## src/rtl/spi_slave_regfile.sv

```systemverilog
// SPI target decoding LSB-first {address, data} byte pairs into a small register file.
// SPI pins are oversampled on pclk_i; miso returns the old entry content during each data byte.
module spi_slave_regfile #(
  parameter int DEPTH       = 8,
  parameter int SYNC_STAGES = 2
) (
  input  logic       pclk_i,
  input  logic       prst_i,
  input  logic       sclk_i,
  input  logic       cs_n_i,
  input  logic       mosi_i,
  output logic       miso_o,
  output logic       wr_valid_o,
  output logic [7:0] wr_addr_o,
  output logic [7:0] wr_data_o,
  output logic       abort_o,
  input  logic [2:0] rd_addr_i,
  output logic [7:0] rd_data_o
);

  localparam int IDX_W = $clog2(DEPTH);

  typedef enum logic [2:0] {
    IDLE = 3'b001,
    ADDR = 3'b010,
    DATA = 3'b100
  } state_t;

  logic [SYNC_STAGES-1:0] sclk_sync, cs_sync, mosi_sync;
  logic                   sclk_s, cs_s, mosi_s;
  logic                   sclk_d, cs_d;
  logic                   rise, fall, cs_rise, cs_fall, active;

  state_t     state_q, state_d;
  logic [2:0] cnt_q, cnt_d;
  logic [7:0] addr_sr, data_sr, miso_sr;
  logic [7:0] data_next;
  logic [7:0] regfile [DEPTH];

  logic sample_addr, sample_data, addr_done, data_done, shift_miso, abort_d;

  assign sclk_s    = sclk_sync[SYNC_STAGES-1];
  assign cs_s      = cs_sync[SYNC_STAGES-1];
  assign mosi_s    = mosi_sync[SYNC_STAGES-1];
  assign rise      = sclk_s & ~sclk_d;
  assign fall      = ~sclk_s & sclk_d;
  assign cs_rise   = cs_s & ~cs_d;
  assign cs_fall   = ~cs_s & cs_d;
  assign active    = ~cs_s;
  assign data_next = {mosi_s, data_sr[6:0]};
  assign rd_data_o = regfile[rd_addr_i];

  // The cs chain resets low so a select already held across reset never
  // looks like a fresh falling edge; the frame is ignored until cs cycles.
  always_ff @(posedge pclk_i) begin
    if (prst_i) begin
      sclk_sync <= '0;
      cs_sync   <= '0;
      mosi_sync <= '0;
      sclk_d    <= 1'b0;
      cs_d      <= 1'b0;
    end else begin
      sclk_sync <= {sclk_sync[SYNC_STAGES-2:0], sclk_i};
      cs_sync   <= {cs_sync[SYNC_STAGES-2:0], cs_n_i};
      mosi_sync <= {mosi_sync[SYNC_STAGES-2:0], mosi_i};
      sclk_d    <= sclk_s;
      cs_d      <= cs_s;
    end
  end

  // NOTE: every signal gets a default before the case so no path leaves it
  // unassigned; otherwise synthesis infers a latch.
  always_comb begin
    state_d     = state_q;
    cnt_d       = cnt_q;
    sample_addr = 1'b0;
    sample_data = 1'b0;
    addr_done   = 1'b0;
    data_done   = 1'b0;
    shift_miso  = 1'b0;
    abort_d     = 1'b0;
    if (cs_rise) begin
      // Deselect beats a same-cycle sclk rise; that bit is dropped.
      state_d = IDLE;
      cnt_d   = 3'd0;
      abort_d = (state_q != IDLE) && ((cnt_q != 3'd0) || (state_q == DATA));
    end else begin
      case (state_q)
        IDLE: begin
          if (cs_fall) begin
            state_d = ADDR;
            cnt_d   = 3'd0;
          end
        end
        ADDR: begin
          if (active && rise) begin
            sample_addr = 1'b1;
            cnt_d       = cnt_q + 3'd1;
            if (cnt_q == 3'd7) begin
              addr_done = 1'b1;
              state_d   = DATA;
            end
          end
        end
        DATA: begin
          if (active && rise) begin
            sample_data = 1'b1;
            cnt_d       = cnt_q + 3'd1;
            if (cnt_q == 3'd7) begin
              data_done = 1'b1;
              state_d   = ADDR;
            end
          end else if (active && fall && (cnt_q != 3'd0)) begin
            // The fall between the address and data bytes keeps bit 0 on
            // the line; later falls advance to the bit the host samples next.
            shift_miso = 1'b1;
          end
        end
        default: begin
          state_d = IDLE;
          cnt_d   = 3'd0;
        end
      endcase
    end
  end

  // NOTE: sequential state uses non-blocking assignments only, so every
  // right-hand side sees the pre-edge value regardless of statement order.
  // NOTE: the register file is reset like any other flop because reset must
  // clear every entry; this keeps it out of RAM macros, which is fine at this size.
  always_ff @(posedge pclk_i) begin
    if (prst_i) begin
      state_q    <= IDLE;
      cnt_q      <= 3'd0;
      addr_sr    <= 8'd0;
      data_sr    <= 8'd0;
      miso_sr    <= 8'd0;
      miso_o     <= 1'b0;
      wr_valid_o <= 1'b0;
      wr_addr_o  <= 8'd0;
      wr_data_o  <= 8'd0;
      abort_o    <= 1'b0;
      for (int i = 0; i < DEPTH; i++) regfile[i] <= 8'd0;
    end else begin
      state_q    <= state_d;
      cnt_q      <= cnt_d;
      abort_o    <= abort_d;
      wr_valid_o <= data_done;
      if (sample_addr) addr_sr[cnt_q] <= mosi_s;
      if (sample_data) data_sr[cnt_q] <= mosi_s;
      if (addr_done) begin
        miso_sr <= regfile[addr_sr[IDX_W-1:0]];
        miso_o  <= regfile[addr_sr[IDX_W-1:0]][0];
      end
      if (shift_miso) miso_o <= miso_sr[cnt_q];
      if (data_done) begin
        wr_addr_o                    <= addr_sr;
        wr_data_o                    <= data_next;
        regfile[addr_sr[IDX_W-1:0]] <= data_next;
      end
      if (state_d != DATA) miso_o <= 1'b0;
    end
  end

endmodule

```

## config.mk

```make
export PLATFORM = sky130hd
export DESIGN_NAME = spi_slave_regfile
export DESIGN_NICKNAME = d
export VERILOG_FILES = /design/src/rtl/spi_slave_regfile.sv
export SDC_FILE = /design/constraint.sdc
export NUM_CORES = 1
export LEC_CHECK = 0
export BUFFER_PORTS_ARGS = -buffer_cell sky130_fd_sc_hd__buf_2
export CORE_ASPECT_RATIO = 0.75
export CORE_MARGIN = 1.5
export CORE_UTILIZATION = 30
export CTS_BUF_LIST = sky130_fd_sc_hd__clkbuf_4
export DETAILED_ROUTE_END_ITERATION = 16
export GPL_ROUTABILITY_DRIVEN = 0
export GPL_TIMING_DRIVEN = 1
export MAX_ROUTING_LAYER = met4
export PLACE_DENSITY = 0.52
export REMOVE_ABC_BUFFERS = 1
export SYNTH_ARGS = -nofsm -noshare
export SYNTH_HDL_FRONTEND = slang
export SYNTH_SLANG_ARGS = --single-unit
export TNS_END_PERCENT = 5
```

## constraint.sdc

```tcl
create_clock -name pclk_i -period 5.05 [get_ports pclk_i]
set_clock_uncertainty 0.2 [all_clocks]
set_input_delay 1.01 -clock pclk_i [delete_from_list [all_inputs] [get_ports pclk_i]]
set_output_delay 1.01 -clock pclk_i [all_outputs]
set_load 0.05 [all_outputs]
```

==> implementation parameters, run 1 <==
Parameter                              Value

Status
  Result of the run    completed

Floorplan
  Total die area    0.0203 mm²
  Height of the die    approximately 120 µm
  Starting utilization of the core area    0.311
  Placement row count    43
  Die width    164 µm
  I/O pin count    35
  Core Region    0.0188 mm²

CTS
  Number of buffers added by the clock tree synthesis step    17
  Setup Buffers After CTS    0
  TritonCTS clock tree    yes
  Total number of H-tree levels    4
  Clock sink count    123
  Max Buffers Root-to-Sink    2
  Resize count post-CTS    0
  CTS root buf    sky130_fd_sc_hd__clkbuf_4
  Clk pin slew, worst setup/hold paths    0.10 ns
  Worst skew pair latency    0.54 ns
  Post-cts hold buffer count    0

Finish
  Number of fillers in the final layout    1853
  Layout cells sized above 1    0.251
  Non-Filler Cell Area, Final    around 0.0065 mm²
  Post-layout net count    a little over 500
  Synthesis-to-finish area growth    11.4%
  Non-filler cells in the finished layout    757
  Utilization after layout    0.346

Power and ir drop
  Total power consumption of the routed design    around 2 mW
  Leakage power total    2.26 nW
  Maximum resistive drop on vdd    between 100 and 150 µV
  PwrDens    309 mW/mm²

Logic synthesis
  Number of unique standard cell types used by synthesis    50
  Proportion of netlist area held by the largest area contributor    0.330
  Flip-flop cell with the highest count after synthesis    sky130_fd_sc_hd__edfxtp_1
  Combinational family with the most area after synthesis    simple AND/OR/NAND/NOR gates
  Multiplexer area fraction after synthesis    0.187
  Cell taking the most area after synthesis    sky130_fd_sc_hd__edfxtp_1
  Mean cell area of the mapped netlist    roughly 12 µm²
  Most area-consuming cells after synthesis    sky130_fd_sc_hd__edfxtp_1 (33%), sky130_fd_sc_hd__dfxtp_1 (20%), sky130_fd_sc_hd__mux4_2 (12%)
  Total number of yosys warnings    0
  Part of the Yosys area used for sequential elements    0.532
  Number of cells produced by synthesis    473
  Async set-reset flop share out of synthesis    0
  Mapped Area    0.00583 mm²
  Fraction of the mapped netlist area in simple logic gates    0.204
  Post-synthesis adder-cell area fraction    0.00644
  Number of enable-type register cells in the synthesized netlist    64
  Xor/xnor share of the synthesized area    0.00150
  Post-synthesis compound-gate area fraction    0.0412
  Post-synthesis register bit count    123

Routing
  Sum of routed wire length over all layers    13.2 mm
  Routed length per placed instance    17.5 µm
  Detailed Routing Iterations Pass 1    4
  Violation count after the first detailed-route iteration    218
  Via Count    3622
  Count of antenna-violating nets left after detailed routing    0
  Post-route DRC    0
  Average vias per placed instance    4.78

Placement
  Instance count after placement with tap cells included    724
  Placed Instance Area    0.00617 mm²
  Input/output buffers    34
  DP Worst Slack    1.27 ns
  HPWL after DPL    approximately 9.3 mm

STA
  Final hold violation count    0
  Least-Margin Pin Slew    ~1.1 ns
  Fin. max-slew vios    0
  Final critical-path setup slack    1.30 ns
  Fraction of the cycle the final worst path needs    0.743
  Sum Neg Setup Slack    0 ns
  Worst hold slack    0.255 ns
  RSZ-0062 raised after global routing    no
  Setup-failing EPs final    0
  Period minus WS final    3.75 ns
  Slew Limit Headroom    0.241
  Maximum achievable frequency    267 MHz

Global route
  Number of global-route vias before repair    3562
  Wire length of the first global-routing pass    21.0 mm
  Largest net degree at the start of global routing    41
  GRT Residual Overflow    0
  Total routing resource utilization after global routing    0.147
  Antenna violations before repair    1

Critical path
  Cell family contributing the most delay on the critical path    multiplexers
  Cells traversed along the worst timing path    buf_2, mux4_2, mux2_2, buf_2
  Buffers plus inverters on the worst setup path    2
  Library cell contributing the largest single delay on the critical path    sky130_fd_sc_hd__mux4_2
  Kind of end point of the critical path    primary output
  WP data arrival    about 2.5 ns
  Slowest cell delay on critical path    0.57 ns
  Category of the worst setup path launch point    input pin
  CP Data Required Time    3.84 ns
  Peak fanout along the critical path    16
  Startpoint-to-endpoint class of the critical path    input pin to primary output
  Critical path's most frequent cell    sky130_fd_sc_hd__buf_2

Worst hold path
  Worst hold path type    register to register

Run
  Number of maximum-capacitance constraint violations    0
==> layout by cell type (no fill, tap or decap), drive strengths merged, types with 2 or more instances in the layout <==
cell,netlist,final
ha,3,3
nor3,4,4
nand2,44,44
a21oi,19,19
or2,8,8
nor4b,3,3
nor3b,3,3
nand3,14,14
o21ai,3,3
nor4,2,2
clkinvlp,0,5
nand4,3,3
clkinv,0,4
and2,66,66
dfxtp,59,59
inv,4,6
clkbuf,15,17
a211oi,8,8
mux4,31,31
mux2i,30,30
nand3b,3,3
buf,16,35
nor2b,14,14
nor2,33,33
nand2b,3,3
edfxtp,64,64
bufinv,0,4
mux2,8,8
==> worst reg2reg max path: cells and delay by family (launching register included) <==
kind / cells / cell delay, ns
flip-flops: 1 / 0.51
AND/OR/NAND/NOR: 4 / 2.23
==> final cells by class <==
cell class	instances	area, µm²	share of cell area
well taps	247	309	0.0476
clock inverters	15	198	0.0304
inverters	4	15.0	0.00231
clock buffers	17	128	0.0196
repair buffers	35	178	0.0274
multi-input cells	315	2560	0.395
flip-flops and latches	123	3100	0.478
diodes	1	2.50	0.000385
==> worst paths after layout <==
kind	slack, ns	cells past startpoint	from	end
setup / recovery	1.30	4	rd_addr_i[0]	rd_data_o[7]
hold / removal	0.26	1	cs_sync[0]	cs_sync[1]
setup reg to reg	1.82	4	state_q[2]	regfile[2][4]
hold reg to reg	0.26	1	cs_sync[0]	cs_sync[1]
==> sequential cells by signal, indices dropped and copies added (netlist names), 2 cells and up, named ones only <==
name       count
regfile       64
addr_sr        8
miso_sr        8
wr_addr_o      8
wr_data_o      8
data_sr        7
cnt_q          3
state_q        3
cs_sync        2
mosi_sync      2
sclk_sync      2
==> routing by layer <==
metal	part of all wire	GRT usage	up-vias	routed length (µm)
met3	0.038	0.0340	8	498
met1	0.51	0.208	1798	6760
met5	0	-	-	0
met2	0.44	0.208	59	5840
met4	0.010	0.0460	0	136
li1	-	-	1757	-
==> synth_stat cells, drive strengths merged, types with 2 or more instances <==
master / count
mux4: 31
mux2i: 30
mux2: 8
and2: 66
nand3b: 3
nor2: 33
nor4: 2
nor3: 4
nor2b: 14
nor3b: 3
nand2: 44
o21ai: 3
nand4: 3
clkbuf: 15
or2: 8
inv: 4
buf: 16
ha: 3
nand2b: 3
a21oi: 19
dfxtp: 59
edfxtp: 64
nor4b: 3
a211oi: 8
nand3: 14
==> report_power, final <==
group	switching [mW]	total, mW	internal [mW]
Clock	0.396	0.788	0.392
Combinational	0.0729	0.122	0.0492
Sequential	0.0214	1.10	1.08
==> cells by family (layout without fill, tap and decap cells) <==
group                    count (synthesis)  count (layout)
flip-flops                             123             123
AO/OA/AOI/OAI                           37              37
XOR/XNOR                                 1               1
adder cells (fa/ha/maj)                  3               3
other                                    0               1
buffers and inverters                   35              71
multiplexers                            69              69
AND/OR/NAND/NOR                        205             205
Note: power is estimated with default switching activity, not from simulation.
==> inputs of run 2 (changes only) <==
--- a/config.mk
+++ b/config.mk
@@ -5,6 +5,7 @@
 export SDC_FILE = /design/constraint.sdc
 export NUM_CORES = 1
 export LEC_CHECK = 0
+export ABC_AREA = 1
 export BUFFER_PORTS_ARGS = -buffer_cell sky130_fd_sc_hd__buf_2
 export CORE_ASPECT_RATIO = 0.75
 export CORE_MARGIN = 1.5
==> constraint.sdc (replaced) <==
create_clock -name pclk_i -period 3.8 [get_ports pclk_i]
set_clock_uncertainty 0.2 [all_clocks]
set_input_delay 0.76 -clock pclk_i [delete_from_list [all_inputs] [get_ports pclk_i]]
set_output_delay 0.76 -clock pclk_i [all_outputs]
set_load 0.05 [all_outputs]
==> run 2 against run 1 <==
Compared with the run above:
- combinational power rose by 61%
- setup slack got worse by 1.0 ns
- routed wire length rose by 24%
- flip-flop and latch count did not move
- sequential power rose by 32%
- hold slack got worse by 0.051 ns
- count of clock-buffer cells in the layout rose by 2
- utilization fell by 0.72 points
- critical endpoint is now rd_data_o[0]
- largest cell class unchanged
- largest power group unchanged
==> implementation parameters, run 2 <==
Parameter                              Value

Placement
  Placed Instance Area    0.00624 mm² (was 0.00617 mm²)
  HPWL after DPL    11.5 mm (was 9.29 mm)
  Input/output buffers    34 (unchanged)

CTS
  Resize count post-CTS    0 (unchanged)
  Setup Buffers After CTS    0 (unchanged)
  Max Buffers Root-to-Sink    2 (unchanged)
  Total number of H-tree levels    4 (unchanged)
  Number of buffers added by the clock tree synthesis step    17 (unchanged)
  TritonCTS clock tree    yes (unchanged)
  Clk pin slew, worst setup/hold paths    0.11 ns (was 0.10 ns)
  Clock sink count    123 (unchanged)
  CTS root buf    sky130_fd_sc_hd__clkbuf_4 (unchanged)
  Post-cts hold buffer count    0 (unchanged)
  Worst skew pair latency    0.56 ns (was 0.54 ns)

STA
  Fin. max-slew vios    0 (unchanged)
  Setup-failing EPs final    0 (unchanged)
  Least-Margin Pin Slew    0.807 ns (was 1.12 ns)
  RSZ-0062 raised after global routing    no (unchanged)
  Final hold violation count    0 (unchanged)
  Sum Neg Setup Slack    0 ns (unchanged)
  Period minus WS final    3.54 ns
  Slew Limit Headroom    0.461 (was 0.241)
  Worst hold slack    0.204 ns (was 0.255 ns)
  Maximum achievable frequency    approximately 280 MHz
  Fraction of the cycle the final worst path needs    0.930

Global route
  GRT Residual Overflow    0 (unchanged)
  Number of global-route vias before repair    4374 (was 3562)
  Wire length of the first global-routing pass    25.4 mm (was 21.0 mm)
  Antenna violations before repair    1 (unchanged)
  Largest net degree at the start of global routing    55 (was 41)
  Total routing resource utilization after global routing    0.178 (was 0.147)

Critical path
  Kind of end point of the critical path    primary output (unchanged)
  Peak fanout along the critical path    33 (was 16)
  Category of the worst setup path launch point    input pin (unchanged)
  WP data arrival    2.58 ns (was 2.54 ns)
  Cells traversed along the worst timing path    buf_2, inv_1, a21oi_1, o21ai_0, nand3_1, o21a_1, buf_2 (was buf_2, mux4_2, mux2_2, buf_2)
  Slowest cell delay on critical path    0.51 ns (was 0.57 ns)
  Library cell contributing the largest single delay on the critical path    sky130_fd_sc_hd__inv_1 (was sky130_fd_sc_hd__mux4_2)
  Startpoint-to-endpoint class of the critical path    input pin to primary output (unchanged)
  CP Data Required Time    2.84 ns (was 3.84 ns)
  Critical path's most frequent cell    sky130_fd_sc_hd__buf_2 (unchanged)

Logic synthesis
  Post-synthesis register bit count    123 (unchanged)
  Cell taking the most area after synthesis    sky130_fd_sc_hd__edfxtp_1 (unchanged)
  Count leader, synth    sky130_fd_sc_hd__nand2_1 (was sky130_fd_sc_hd__and2_1)
  Most area-consuming cells after synthesis    sky130_fd_sc_hd__edfxtp_1 (33%), sky130_fd_sc_hd__dfxtp_1 (20%), sky130_fd_sc_hd__nand2_1 (7.7%) (was sky130_fd_sc_hd__edfxtp_1 (33%), sky130_fd_sc_hd__dfxtp_1 (20%), sky130_fd_sc_hd__mux4_2 (12%))
  Mean cell area of the mapped netlist    8.01 µm² (was 12.3 µm²)
  Async set-reset flop share out of synthesis    0 (unchanged)
  Proportion of netlist area held by the largest area contributor    0.328 (was 0.330)
  Number of unique standard cell types used by synthesis    27 (was 50)
  Part of the Yosys area used for sequential elements    0.530 (was 0.532)
  Flip-flop cell with the highest count after synthesis    sky130_fd_sc_hd__edfxtp_1 (unchanged)
  Number of enable-type register cells in the synthesized netlist    64 (unchanged)
  Number of cells produced by synthesis    731 (was 473)
  Synth top cells by count    sky130_fd_sc_hd__nand2_1 (120), sky130_fd_sc_hd__nor2_1 (116), sky130_fd_sc_hd__inv_1 (79) (was sky130_fd_sc_hd__and2_1 (66), sky130_fd_sc_hd__edfxtp_1 (64), sky130_fd_sc_hd__dfxtp_1 (59))
  Total number of yosys warnings    0 (unchanged)
  Mapped Area    0.00585 mm² (was 0.00583 mm²)

Finish
  Synthesis-to-finish area growth    11.2% (was 11.4%)
  Flip-flop count of the largest register, all copies and words added    64 (unchanged)
  Layout cells sized above 1    0.118 (was 0.251)
  Commonest cells after routing, fill and taps aside    sky130_fd_sc_hd__nand2_1 (120), sky130_fd_sc_hd__nor2_1 (116), sky130_fd_sc_hd__inv_1 (79) (was sky130_fd_sc_hd__and2_1 (66), sky130_fd_sc_hd__edfxtp_1 (64), sky130_fd_sc_hd__dfxtp_1 (59))
  Number of fillers in the final layout    2029 (was 1853)
  Most flops, register    regfile (unchanged)
  Post-layout net count    766 (was 507)
  Non-Filler Cell Area, Final    0.00651 mm² (was 0.00649 mm²)
  Most common cell after layout, fill and taps aside    sky130_fd_sc_hd__nand2_1 (was sky130_fd_sc_hd__and2_1)

Routing
  Sum of routed wire length over all layers    16.4 mm (was 13.2 mm)
  Average vias per placed instance    4.77 (was 4.78)
  Count of antenna-violating nets left after detailed routing    0 (unchanged)
  Violation count after the first detailed-route iteration    458 (was 218)
  Detailed Routing Iterations Pass 1    6 (was 4)
  Routed length per placed instance    16.1 µm (was 17.5 µm)
  Via Count    4873 (was 3622)
  Post-route DRC    0 (unchanged)

Power and ir drop
  PwrDens    392 mW/mm² (was 309 mW/mm²)
  Maximum resistive drop on vdd    181 µV (was 114 µV)
  Total power consumption of the routed design    2.55 mW (was 2.01 mW)
  Leakage power total    2.57 nW (was 2.26 nW)

Run
  Number of maximum-capacitance constraint violations    0 (unchanged)

Floorplan
  Total die area    0.0204 mm² (was 0.0203 mm²)
  Core Region    0.0192 mm² (was 0.0188 mm²)
  Height of the die    124 µm (about the same)
  Placement row count    44 (was 43)
  I/O pin count    35 (unchanged)
  Die width    164 µm (about the same)
  Starting utilization of the core area    0.305 (was 0.311)

Worst hold path
  Worst hold path type    input pin to register (was register to register)

Status
  Result of the run    completed (unchanged)
-- run 2: changes by cell type after synthesis, sizes merged, moves of 9 or more --
cell	change
a21oi	+51
and2	-66
clkinv	+9
inv	+77
mux2i	-30
mux4	-31
nand2	+87
nand3	+45
nor2	+90
nor2b	-14
nor3	+9
o21ai	+64
-- run 2: cells by family (layout without fill, tap and decap cells) --
kind of cell,Yosys count,in the layout,synth area share
simple gates,327,327,0.242
compound gates,154,154,0.139
buf+inv,124,161,0.0821
flops,123,123,0.530
fa+ha+maj,3,3,0.00641
other cells,0,1,0
-- run 2: worst max-delay path, delay by kind of cell --
family / cells / cell delay (ns)
buffers and inverters: 3 / 1.17
AO/OA/AOI/OAI: 3 / 0.50
AND/OR/NAND/NOR: 1 / 0.12
-- run 2: report_power, final --
group | internal [mW] | switching (mW) | leakage [nW]
logic | 0.0497 | 0.148 | 1.30
clock network | 0.397 | 0.511 | 0.152
registers | 1.43 | 0.0201 | 1.12
total | 1.87 | 0.679 | 2.57
-- run 2: final timing paths --
check / end / slack (ns) / start / cells past startpoint
worst max-delay path: rd_data_o[0] / 0.26 / rd_addr_i[0] / 7
worst min-delay path: sclk_sync[0] / 0.20 / sclk_i / 3
worst max register to register: regfile[0][1] / 1.03 / cnt_q[1] / 10
worst min register to register: sclk_sync[1] / 0.21 / sclk_sync[0] / 2
-- run 2: metal layers --
layer  vias to the layer above  wire [µm]  GRT usage
met1                      2231       8810      0.269
met2                       167       6210      0.224
met4                         0        267     0.0665
li1                       2456          -          -
met5                         -          0          -
met3                        19       1150     0.0416
-- run 2: area by class of cell --
type                            count  area [µm²]  share of cell area
Antenna cell                        1        2.50            0.000385
Clock inverter                     13         125              0.0192
Timing Repair Buffer               39         208              0.0319
Multi-Input combinational cell    484        2270               0.349
Clock buffer                       19         143              0.0219
Sequential cell                   123        3100               0.477
Inverter                           90         340              0.0523
Tap cell                          253         317              0.0486
-- run 2: per-stage QoR --
step           instances  worst slack (ns)   util
2_1_floorplan        697              1.01      -
3_3_place_gp         989             0.354  0.325
3_5_place_dp         989             0.314  0.325
4_1_cts             1021             0.324  0.339
5_1_grt             1022            0.0531  0.339
6_report            1022             0.264  0.339
==> inputs of run 3 (changes only) <==
--- a/config.mk
+++ b/config.mk
@@ -10,7 +10,6 @@
 export CORE_ASPECT_RATIO = 0.75
 export CORE_MARGIN = 1.5
 export CORE_UTILIZATION = 30
-export CTS_BUF_LIST = sky130_fd_sc_hd__clkbuf_4
 export DETAILED_ROUTE_END_ITERATION = 16
 export GPL_ROUTABILITY_DRIVEN = 0
 export GPL_TIMING_DRIVEN = 1
==> run 3 against run 2 <==
Compared with the run above:
- final cell count about the same
- via count rose by 0.49%
- critical endpoint is now rd_data_o[2]
- flip-flop and latch count unchanged
- die area unchanged
- cell area up 4.5%
- global-route usage is 0.17 points higher
- combinational power about the same
- clock power increased by 70%
==> implementation parameters, run 3 (synthesized netlist as in run 2, its figures left out) <==
Parameter                              Value

Placement
  Placed Instance Area    0.00624 mm² (unchanged)
  Input/output buffers    34 (unchanged)
  HPWL after DPL    11.5 mm (unchanged)
  Instance count after placement with tap cells included    989 (unchanged)

STA
  Sum Neg Setup Slack    0 ns (unchanged)
  Slew Limit Headroom    0.465 (was 0.461)
  Fin. max-slew vios    0 (unchanged)
  Period minus WS final    3.53 ns (was 3.54 ns)
  Final hold violation count    0 (unchanged)
  Setup-failing EPs final    0 (unchanged)
  Fraction of the cycle the final worst path needs    0.929 (was 0.930)
  RSZ-0062 raised after global routing    no (unchanged)
  Least-Margin Pin Slew    0.802 ns (was 0.807 ns)
  Maximum achievable frequency    283 MHz (about the same)

Finish
  Most flops, register    regfile (unchanged)
  Most common cell after layout, fill and taps aside    sky130_fd_sc_hd__nand2_1 (unchanged)
  Non-filler cells in the finished layout    1021 (was 1022)
  Commonest cells after routing, fill and taps aside    sky130_fd_sc_hd__nand2_1 (120), sky130_fd_sc_hd__nor2_1 (116), sky130_fd_sc_hd__inv_1 (79) (unchanged)
  Flip-flop count of the largest register, all copies and words added    64 (unchanged)
  Non-Filler Cell Area, Final    0.00680 mm² (was 0.00651 mm²)
  Post-layout net count    766 (unchanged)
  Number of fillers in the final layout    1991 (was 2029)
  # diodes    0 (was 1)
  Synthesis-to-finish area growth    16.2% (was 11.2%)
  Layout cells sized above 1    0.117 (was 0.118)

Routing
  Post-route DRC    0 (unchanged)
  Met2 Routed Length    6.30 mm (was 6.21 mm)
  Wire length the detailed router placed on met1    8.75 mm (was 8.81 mm)
  Routed length per placed instance    16.3 µm (was 16.1 µm)
  Met3 Wirelength    1.24 mm (was 1.15 mm)
  Detailed Routing Iterations Pass 1    6 (unchanged)
  Violation count after the first detailed-route iteration    526 (was 458)
  Via Count    4897 (was 4873)
  DR top layer    met4 (unchanged)
  Average vias per placed instance    4.80 (was 4.77)
  Sum of routed wire length over all layers    16.6 mm (was 16.4 mm)
  Count of antenna-violating nets left after detailed routing    0 (unchanged)

Global route
  Wire length of the first global-routing pass    25.8 mm (was 25.4 mm)
  GRT Residual Overflow    0 (unchanged)
  Antenna violations before repair    0 (was 1)
  Largest net degree at the start of global routing    55 (unchanged)
  Total routing resource utilization after global routing    0.180 (was 0.178)
  Number of global-route vias before repair    4392 (was 4374)

Power and ir drop
  Switching component of the power    0.762 mW (was 0.679 mW)
  Net Sw Frac    0.239 (was 0.266)
  Fraction of power consumed by sequential logic    0.454 (was 0.567)
  PwrDens    469 mW/mm² (was 392 mW/mm²)
  Internal power consumption    2.43 mW (was 1.87 mW)
  Total power consumption of the routed design    3.19 mW (was 2.55 mW)
  Leakage power total    2.69 nW (was 2.57 nW)
  Clock power frac    0.484 (was 0.356)
  Maximum resistive drop on vdd    276 µV (was 181 µV)
  Relative contribution of combinational cells to total power    0.062 (was 0.077)

CTS
  TritonCTS clock tree    yes (unchanged)
  Setup Buffers After CTS    0 (unchanged)
  CTS root buf    sky130_fd_sc_hd__clkbuf_16 (was sky130_fd_sc_hd__clkbuf_4)
  Number of buffers added by the clock tree synthesis step    17 (unchanged)
  Clock sink count    123 (unchanged)
  Post-cts hold buffer count    0 (unchanged)
  Worst skew pair latency    0.42 ns (was 0.56 ns)
  Clk pin slew, worst setup/hold paths    0.05 ns (was 0.11 ns)
  Total number of H-tree levels    4 (unchanged)
  Resize count post-CTS    0 (unchanged)
  Max Buffers Root-to-Sink    2 (unchanged)

Critical path
  WP data arrival    2.57 ns (was 2.58 ns)
  Startpoint-to-endpoint class of the critical path    input pin to primary output (unchanged)
  Worst flop-to-flop path endpoint    regfile[0][2] (was regfile[0][1])
  Worst R2R Start    cnt_q[1] (unchanged)
  Reg2reg setup slack    1.03 ns (about the same)
  Timing startpoint of the critical path    rd_addr_i[0] (unchanged)
  Category of the worst setup path launch point    input pin (unchanged)
  Kind of end point of the critical path    primary output (unchanged)
  Setup crit end    rd_data_o[2] (was rd_data_o[0])
  Peak fanout along the critical path    33 (unchanged)
  Cells on worst reg2reg path    10 (unchanged)
  CP Data Required Time    2.84 ns (about the same)

Worst hold path
  Min-Delay Startpoint    sclk_sync[0] (was sclk_i)
  Worst hold path type    register to register (was input pin to register)
  Cell count of the worst hold path    2 (was 3)

Floorplan
  Placement row count    44 (unchanged)
  Die width    164 µm (unchanged)
  Starting utilization of the core area    0.305 (unchanged)
  Height of the die    124 µm (unchanged)
  I/O pin count    35 (unchanged)
  Core Region    0.0192 mm² (unchanged)
  Total die area    0.0204 mm² (unchanged)

Status
  Result of the run    completed (unchanged)

Run
  Number of maximum-capacitance constraint violations    0 (unchanged)
==> run 3: critical path, cell delays in order <==
cell and delay [ns]:
sky130_fd_sc_hd__buf_2 0.40, sky130_fd_sc_hd__inv_1 0.51, sky130_fd_sc_hd__a21oi_1 0.28, sky130_fd_sc_hd__o21ai_0 0.11, sky130_fd_sc_hd__nand3_1 0.11, sky130_fd_sc_hd__o21a_1 0.12, sky130_fd_sc_hd__buf_2 0.26
==> run 3: stage by stage <==
| step | hold slack [ns] | utilization | setup slack [ns] |
|---|---|---|---|
| after global routing | 0.230 | 0.354 | 0.0507 |
| after detailed placement | 0.196 | 0.325 | 0.314 |
| after global placement | 0.194 | 0.325 | 0.354 |
| final | 0.200 | 0.354 | 0.271 |
| after CTS | 0.203 | 0.354 | 0.315 |
| after floorplan | 0.188 | - | 1.01 |
==> run 3: worst min path at each step <==
stage,to,slack [ns]
floorplan,cs_sync[1],0.19
global placement,cs_sync[1],0.19
detailed placement,sclk_sync[1],0.20
CTS,sclk_sync[1],0.20
global route,sclk_sync[1],0.23
finish,sclk_sync[1],0.20
==> run 3: power groups by stage <==
stage / Clock (mW) / Combinational [mW] / Sequential (mW)
after global routing: 1.63 / 0.218 / 1.45
after floorplan: 0 / 0.130 / 1.47
after CTS: 1.57 / 0.197 / 1.45
after global placement: 0 / 0.196 / 1.48
final: 1.54 / 0.198 / 1.45
after detailed placement: 0 / 0.196 / 1.48
==> run 3: per-layer routing <==
metal / vias to the layer above / global-route usage
li1: 2450 / -
met1: 2262 / 0.274
met2: 165 / 0.230
met3: 20 / 0.0310
met4: 0 / 0.0710
met5: - / -
==> run 3: area by class of cell <==
| cell class | instances | area (µm²) | area share |
|---|---|---|---|
| clock inverters | 11 | 91.3 | 0.0134 |
| flip-flops and latches | 123 | 3100 | 0.456 |
| multi-input cells | 484 | 2270 | 0.334 |
| well taps | 253 | 317 | 0.0466 |
| inverters | 90 | 340 | 0.0500 |
| repair buffers | 39 | 208 | 0.0305 |
| clock buffers | 21 | 472 | 0.0694 |
